<file path="src/rtl/uart_rx_if.sv">
// Serial receive port bundle: the line in, plus the received byte and its strobes out.
interface uart_rx_if;
  logic       din;
  logic [7:0] data;
  logic       valid;
  logic       frame_err;
  logic       busy;

  modport slave  (input din, output data, output valid, output frame_err, output busy);
  modport master (output din, input data, input valid, input frame_err, input busy);
endinterface

</file>
<file path="src/rtl/uart_rx.sv">
// 8N1 UART receiver, MSB first: mid-bit sampling of a synchronized line,
// one-cycle valid / frame_err strobes.
module uart_rx #(
  parameter int OVERSAMPLE  = 16,
  parameter int SYNC_STAGES = 2
) (
  input  logic     clk,
  input  logic     rst,
  uart_rx_if.slave rx
);
  localparam int CW = $clog2(OVERSAMPLE);
  localparam logic [CW-1:0] HALF_M1 = CW'(OVERSAMPLE/2 - 1);
  localparam logic [CW-1:0] FULL_M1 = CW'(OVERSAMPLE - 1);

  typedef enum logic [2:0] {IDLE, START, DATA, STOP, WAIT_IDLE} state_t;

  state_t           state_q, state_d;
  logic [CW-1:0]    cnt_q, cnt_d;
  logic [2:0]       bit_idx_q, bit_idx_d;
  logic [7:0]       shift_q, shift_d;
  logic [7:0]       data_q, data_d;
  logic             valid_q, valid_d;
  logic             ferr_q, ferr_d;
  logic [SYNC_STAGES-1:0] sync_q;
  logic             din_s;

  // Synchronizer resets to the idle level so a reset never looks like a start bit.
  always_ff @(posedge clk) begin
    if (rst) sync_q <= '1;
    else     sync_q <= {sync_q[SYNC_STAGES-2:0], rx.din};
  end
  assign din_s = sync_q[SYNC_STAGES-1];

  always_ff @(posedge clk) begin
    if (rst) begin
      state_q   <= IDLE;
      cnt_q     <= '0;
      bit_idx_q <= '0;
      shift_q   <= '0;
      data_q    <= '0;
      valid_q   <= 1'b0;
      ferr_q    <= 1'b0;
    end else begin
      state_q   <= state_d;
      cnt_q     <= cnt_d;
      bit_idx_q <= bit_idx_d;
      shift_q   <= shift_d;
      data_q    <= data_d;
      valid_q   <= valid_d;
      ferr_q    <= ferr_d;
    end
  end

  always_comb begin
    state_d   = state_q;
    cnt_d     = cnt_q;
    bit_idx_d = bit_idx_q;
    shift_d   = shift_q;
    data_d    = data_q;
    valid_d   = 1'b0;
    ferr_d    = 1'b0;
    case (state_q)
      IDLE: begin
        cnt_d = '0;
        if (!din_s) state_d = START;
      end
      // Half a bit in: still low means a real start bit, and the counter is
      // now aligned so every later full-period wrap lands mid-bit.
      START: begin
        cnt_d = cnt_q + 1'b1;
        if (cnt_q == HALF_M1) begin
          cnt_d = '0;
          if (!din_s) begin
            state_d   = DATA;
            bit_idx_d = '0;
          end else begin
            state_d = IDLE;
          end
        end
      end
      DATA: begin
        cnt_d = cnt_q + 1'b1;
        if (cnt_q == FULL_M1) begin
          cnt_d     = '0;
          shift_d   = {shift_q[6:0], din_s};
          bit_idx_d = bit_idx_q + 3'd1;
          if (bit_idx_q == 3'd7) state_d = STOP;
        end
      end
      // Stop is judged only at mid-bit, which tolerates a shortened stop.
      STOP: begin
        cnt_d = cnt_q + 1'b1;
        if (cnt_q == FULL_M1) begin
          cnt_d = '0;
          if (din_s) begin
            data_d  = shift_q;
            valid_d = 1'b1;
            state_d = IDLE;
          end else begin
            ferr_d  = 1'b1;
            state_d = WAIT_IDLE;
          end
        end
      end
      // A held-low break must release before another start can be seen.
      WAIT_IDLE: begin
        cnt_d = '0;
        if (din_s) state_d = IDLE;
      end
      default: state_d = IDLE;
    endcase
  end

  assign rx.data      = data_q;
  assign rx.valid     = valid_q;
  assign rx.frame_err = ferr_q;
  assign rx.busy      = (state_q != IDLE);
endmodule

</file>
<file path="src/flat_wrapper.sv">
// flat-port wrapper written by rule: the top's interface ports become plain ports
module uart_rx_flat 
#(
  parameter int OVERSAMPLE  = 16,
  parameter int SYNC_STAGES = 2
)
  (clk, rst, rx_din, rx_data, rx_valid, rx_frame_err, rx_busy);
  uart_rx_if rx_i ();
  input  logic clk;
  input  logic rst;
  input wire logic [$bits(rx_i.din)-1:0] rx_din;
  output wire logic [$bits(rx_i.data)-1:0] rx_data;
  output wire logic [$bits(rx_i.valid)-1:0] rx_valid;
  output wire logic [$bits(rx_i.frame_err)-1:0] rx_frame_err;
  output wire logic [$bits(rx_i.busy)-1:0] rx_busy;
  assign rx_i.din = rx_din;
  assign rx_data = rx_i.data;
  assign rx_valid = rx_i.valid;
  assign rx_frame_err = rx_i.frame_err;
  assign rx_busy = rx_i.busy;
  uart_rx #(.OVERSAMPLE(OVERSAMPLE), .SYNC_STAGES(SYNC_STAGES)) u_core (.clk(clk), .rst(rst), .rx(rx_i));
endmodule
</file>
<file path="config.mk">
export PLATFORM = sky130hd
export DESIGN_NAME = uart_rx_flat
export DESIGN_NICKNAME = d
export VERILOG_FILES = /design/src/rtl/uart_rx_if.sv /design/src/rtl/uart_rx.sv /design/src/flat_wrapper.sv
export SDC_FILE = /design/constraint.sdc
export NUM_CORES = 1
export LEC_CHECK = 0
export BUFFER_PORTS_ARGS = -buffer_cell sky130_fd_sc_hd__buf_2
export CORE_MARGIN = 4
export CORE_UTILIZATION = 50
export CTS_CLUSTER_DIAMETER = 100
export CTS_CLUSTER_SIZE = 16
export DETAILED_ROUTE_END_ITERATION = 10
export HOLD_SLACK_MARGIN = 0.15
export PLACE_DENSITY = 0.81
export SYNTH_ARGS = -nofsm -noshare
export SYNTH_HDL_FRONTEND = slang
export SYNTH_SLANG_ARGS = --single-unit
</file>
<file path="constraint.sdc">
create_clock -name clk -period 2.05 [get_ports clk]
set_input_delay 0.41 -clock clk [delete_from_list [all_inputs] [get_ports clk]]
set_output_delay 0.41 -clock clk [all_outputs]
set_load 0.02 [all_outputs]
</file>
# [After elaboration in Yosys (flattened, before gate mapping)]
# Cells that the tools add are included.
[classes] n_addsub=2 eq_ne=14 muxes=18 bitwise=2 n_reduce_logical=11
[op_table] op="two-way mux 3 bit" count=10
[op_table] op="case mux 3 bit (5 select lines)" count=1
[op_table] op="case mux 4 bit (3 select lines)" count=1
[op_table] op="!= test 2 x 1 -> 1 bit (second input constant)" count=5
[op_table] op="two-way mux 4 bit" count=2
[op_table] op="== test 3 x 2 -> 1 bit (second input constant)" count=2
[op_table] op="== test 3 bit (second input constant)" count=2
[op_table] op="case mux 3 bit (2 select lines)" count=1
[op_table] op="AND reduction 6 bit" count=1
[op_table] op="nonzero test 3 bit" count=2
[op_table] op="adder 4 x 1 -> 4 bit (second input constant)" count=1
[op_table] op="== test 4 x 3 -> 1 bit (second input constant)" count=1
[op_table] op="== test 4 bit (second input constant)" count=1
[op_table] op="!= test 2 bit (second input constant)" count=2
[op_table] op="AND reduction 4 bit" count=1
[op_table] op="OR reduction 2 bit" count=2
[op_table] op="adder 3 x 1 -> 3 bit (second input constant)" count=1
[op_table] op="== test 3 x 1 -> 1 bit (second input constant)" count=1
[op_table] op="logical NOT 3 bit" count=1
[op_table] op="AND reduction 3 bit" count=1
[op_table] op="OR reduction 3 bit" count=1
[op_table] op="two-way mux 1 bit" count=2
[op_table] op="two-way mux 2 bit" count=1
[op_table] op="NOT 1 bit" count=2
[op_table] op="2 further kinds" count=2
[totals] register_bits=30 in_bits=3 out_inout_bits=11 wordCells=55

# [Logic depth before layout (Yosys ltp)]
[logic_depth] word_depth=4 ltp_mapped=6

# [Worst setup path after synthesis]
# No wires, ideal clock.
[synth_path] kind="register -> register" start="register u_core.cnt_q[0]" end="register u_core.shift_q[0]" setup_ns=0.128 t_arrival_ns=1.382 required_time_ns=1.922 slack_ns=0.540 path_stages_with_launch=7 path_buffers=1 synth_period_minus_slack_ns=1.510 cell_sequence="dfxtp_1 -> ha_1 -> nand2_1 -> nor4_2 -> buf_4 -> mux2i_1 -> nor2_1"
[synth_between] elab_chain_len=2
[synth_rtl] element="from (decl)" line="uart_rx.sv:18" text="logic [CW-1:0] cnt_q, cnt_d;"
[synth_rtl] element="from (signal assigned)" line="uart_rx.sv:45" text="cnt_q <= cnt_d;"
[synth_rtl] element="== test 4 bit" line="uart_rx.sv:83" text="if (cnt_q == FULL_M1) begin"
[synth_rtl] element="AND reduction 2 bit (no line)"
[synth_rtl] element="to (signal assigned)" line="uart_rx.sv:47" text="shift_q <= shift_d;"
[synth_rtl] element="to (decl)" line="uart_rx.sv:20" text="logic [7:0] shift_q, shift_d;"
# Every way passes these cells.
# A chain may end at the register's enable or synchronous reset.

# [Worst setup path in the final report]
[layout_path] start="register u_core.state_q[0]" end="output port rx_busy"
[layout_between] elab_chain_len=1
[layout_rtl] element="from (decl)" line="uart_rx.sv:17" text="state_t state_q, state_d;"
[layout_rtl] element="from (signal assigned)" line="uart_rx.sv:44" text="state_q <= state_d;"
[layout_rtl] element="nonzero test 3 bit" line="uart_rx.sv:117" text="assign rx.busy = (state_q != IDLE);"
[layout_rtl] element="to (decl)" line="flat_wrapper.sv:15" text="output wire logic [$bits(rx_i.busy)-1:0] rx_busy;"
# Every way passes these cells.

==> impl_results.md <==
* Status: complete, no violations
* Post-CTS Setup Bufs at 0
* Maximum root-to-sink buffer count at 2
* Clock root buffer master: clkbuf_4
* Slew Limit Fails at 0
* Core Util, Final at 59.42%
* Most frequent cells in the layout: dfxtp_1, nor2_1, mux2i_1, buf_2
* Clock slew at reported path FFs at 0.09 ns
* Initial antenna violation count at 0
* Top cells by area, synth: dfxtp_1, mux2i_1, nor2_1
* CTS tree: built
* Die height at a little under 60 um
* Fmax at between 500 and 600 MHz
* Post-route cell area at around 1400 um2
* Hold WC Path Type: input pin to flop
* Slew Limit Headroom at 65.45%
* Leakage at 0.5865 nW
* Die width at 57.90 um
* First-pass GRT wire length at just under 4 mm
* Top delay family on crit path: flip-flops
* Area grow syn2layout at 9.648%
* Setup violations, final at 0
* Primary FF master, synth: dfxtp_1
* Final WS setup at 0.2790 ns
* Power per Cell Area at ~700 nW/um2
* CP Class: flop to primary output
* Unrepaired setup endpoints after global routing: false
* Largest area contributor in the netlist: dfxtp_1
* GP Congestion at 0.7781
* Core Region at 2297 um2
* Total of max-cap violations at 0
* Row count at 17
* Largest net degree at the start of global routing at 31
* Number of synthesis warnings at 0
* CTS Buf Count at 5
* Critical-path cell list: or3_1, buf_2
* Pre-CTS setup slack at 0.3357 ns
* Yosys reg bits at 30
* Diodes inserted at 0
* Total track usage at about 15%
* CP bufs+invs at 1
* Worst stage delay on the critical path at 0.47 ns
* Worst Path Required at 1.64 ns
* Synth Net Count at 131
* Setup total negative slack at 0 ns
* Via density at 5.636
* Avg WL per Cell at 13.38 um
* Congestion Overflow GR at 0
* Finished Layout Cells at 165
* ANT nets after route at 0
* Final worst path period need at 1.771 ns
* Worst Skew at 0.01129 ns
* Area post-placement at 1314 um2
* Initial Utilization at ~54%
* Post-CTS Hold Fix Bufs at 0
* H-tree depth at 2
* Crit Path Max Fanout at 15
* Number of distinct library cells after synthesis at 32
* Via count at 930
* Vias in the first global route at 916
* DR iter-0 viols at 15
* Share of cells above drive strength 1 at 18.25%
* Post-Syn Area at around 1200 um2
* Post-CTS resize count at 0
* DRC viols at 0
* Final wirelength at 2.207 mm
* Clock sinks at 30
* Clk_lat worst skew at 0.32 ns
* Synth async-reset ratio at 0%
* Worst setup EP type: primary output
* Avg Synthesized Cell Area at 9.960 um2
* Register area share after synthesis at 48.24%
* Arrival @ worst endpoint at roughly 1.4 ns
* Slowest cell on the critical path: dfxtp_1
* Design Power at 0.9444 mW
* Die area at about 3400 um2
* DRT Pass-1 Iters at 4
* Final net count at 144
* Startpoint types: flop
* Peak supply drop at 0.0005534 V
* Post-Synthesis Cells at 125
* # IOs at 14
* Top cell type's share of synthesized area at between 40% and 50%
* Most common cell after layout, fill and taps aside: dfxtp_1
* Placed Cells at 159
* Final Cycle Share at a little under nine tenths
* Hold_ws at 0.2851 ns
* Slew @ Worst Pin at 0.5176 ns
* Final hold violation count at 0
* Post-synth EDFFs at 0
* Port bufs at 13
* Detailed-placement wirelength estimate at ~1.6 mm
==> routing by layer <==
metal	up-vias	routed length, um	GRT usage, %
li1	475	-	-
met4	0	46	6.954
met1	434	958	17.53
met3	6	102	6.013
met2	15	1099	25.16
met5	-	0	0
==> layout make-up <==
| class | instances | area (um2) |
|---|---|---|
| sequential | 30 | 600.6 |
| multi-input combinational | 87 | 605.6 |
| timing repair buffer | 14 | 72.57 |
| clock buffer | 6 | 51.30 |
| fill | 208 | 932.1 |
| tap | 28 | 35.03 |
==> registers in the layout (all words and copies together) (netlist names) <==
signal / flops
u_core.cnt_q: 4
u_core.bit_idx_q: 3
u_core.rx.data: 8
u_core.state_q: 3
u_core.sync_q: 2
u_core.rx.frame_err: 1
u_core.rx.valid: 1
u_core.shift_q: 8
==> cell families (layout without fill, tap and decap cells) <==
group,Yosys count,count (layout),share of synthesized area (%)
xor+xnor,2,2,1.407
flops,30,30,48.24
compound gates,14,14,8.041
simple gates,49,49,20.90
buf+inv,8,20,3.115
fa+ha+maj,3,3,3.015
mux,19,19,15.28
==> synthesized netlist by cell type, drive strengths merged, types with 3 or more instances <==
cell / count
dfxtp: 30
nor2: 23
mux2i: 19
clkbuf: 5
nor3: 5
a21oi: 3
buf: 3
ha: 3
nand2: 3
nand4: 3
nor2b: 3
==> final timing paths <==
path / start / to / slack [ns] / cells past startpoint
worst min-delay path: rx_din / u_core.sync_q[0] / 0.29 / 2
worst max-delay path: u_core.state_q[0] / rx_busy / 0.28 / 2
worst max register to register: u_core.cnt_q[0] / u_core.rx.data[0] / 0.31 / 5
worst min register to register: u_core.sync_q[0] / u_core.sync_q[1] / 0.42 / 1
==> where the power goes <==
group | internal, mW | switching (mW)
logic | 0.00884 | 0.0137
registers | 0.586 | 0.00666
clock network | 0.154 | 0.175
total | 0.749 | 0.196
No activity file was read; power rests on OpenSTA's default activity.
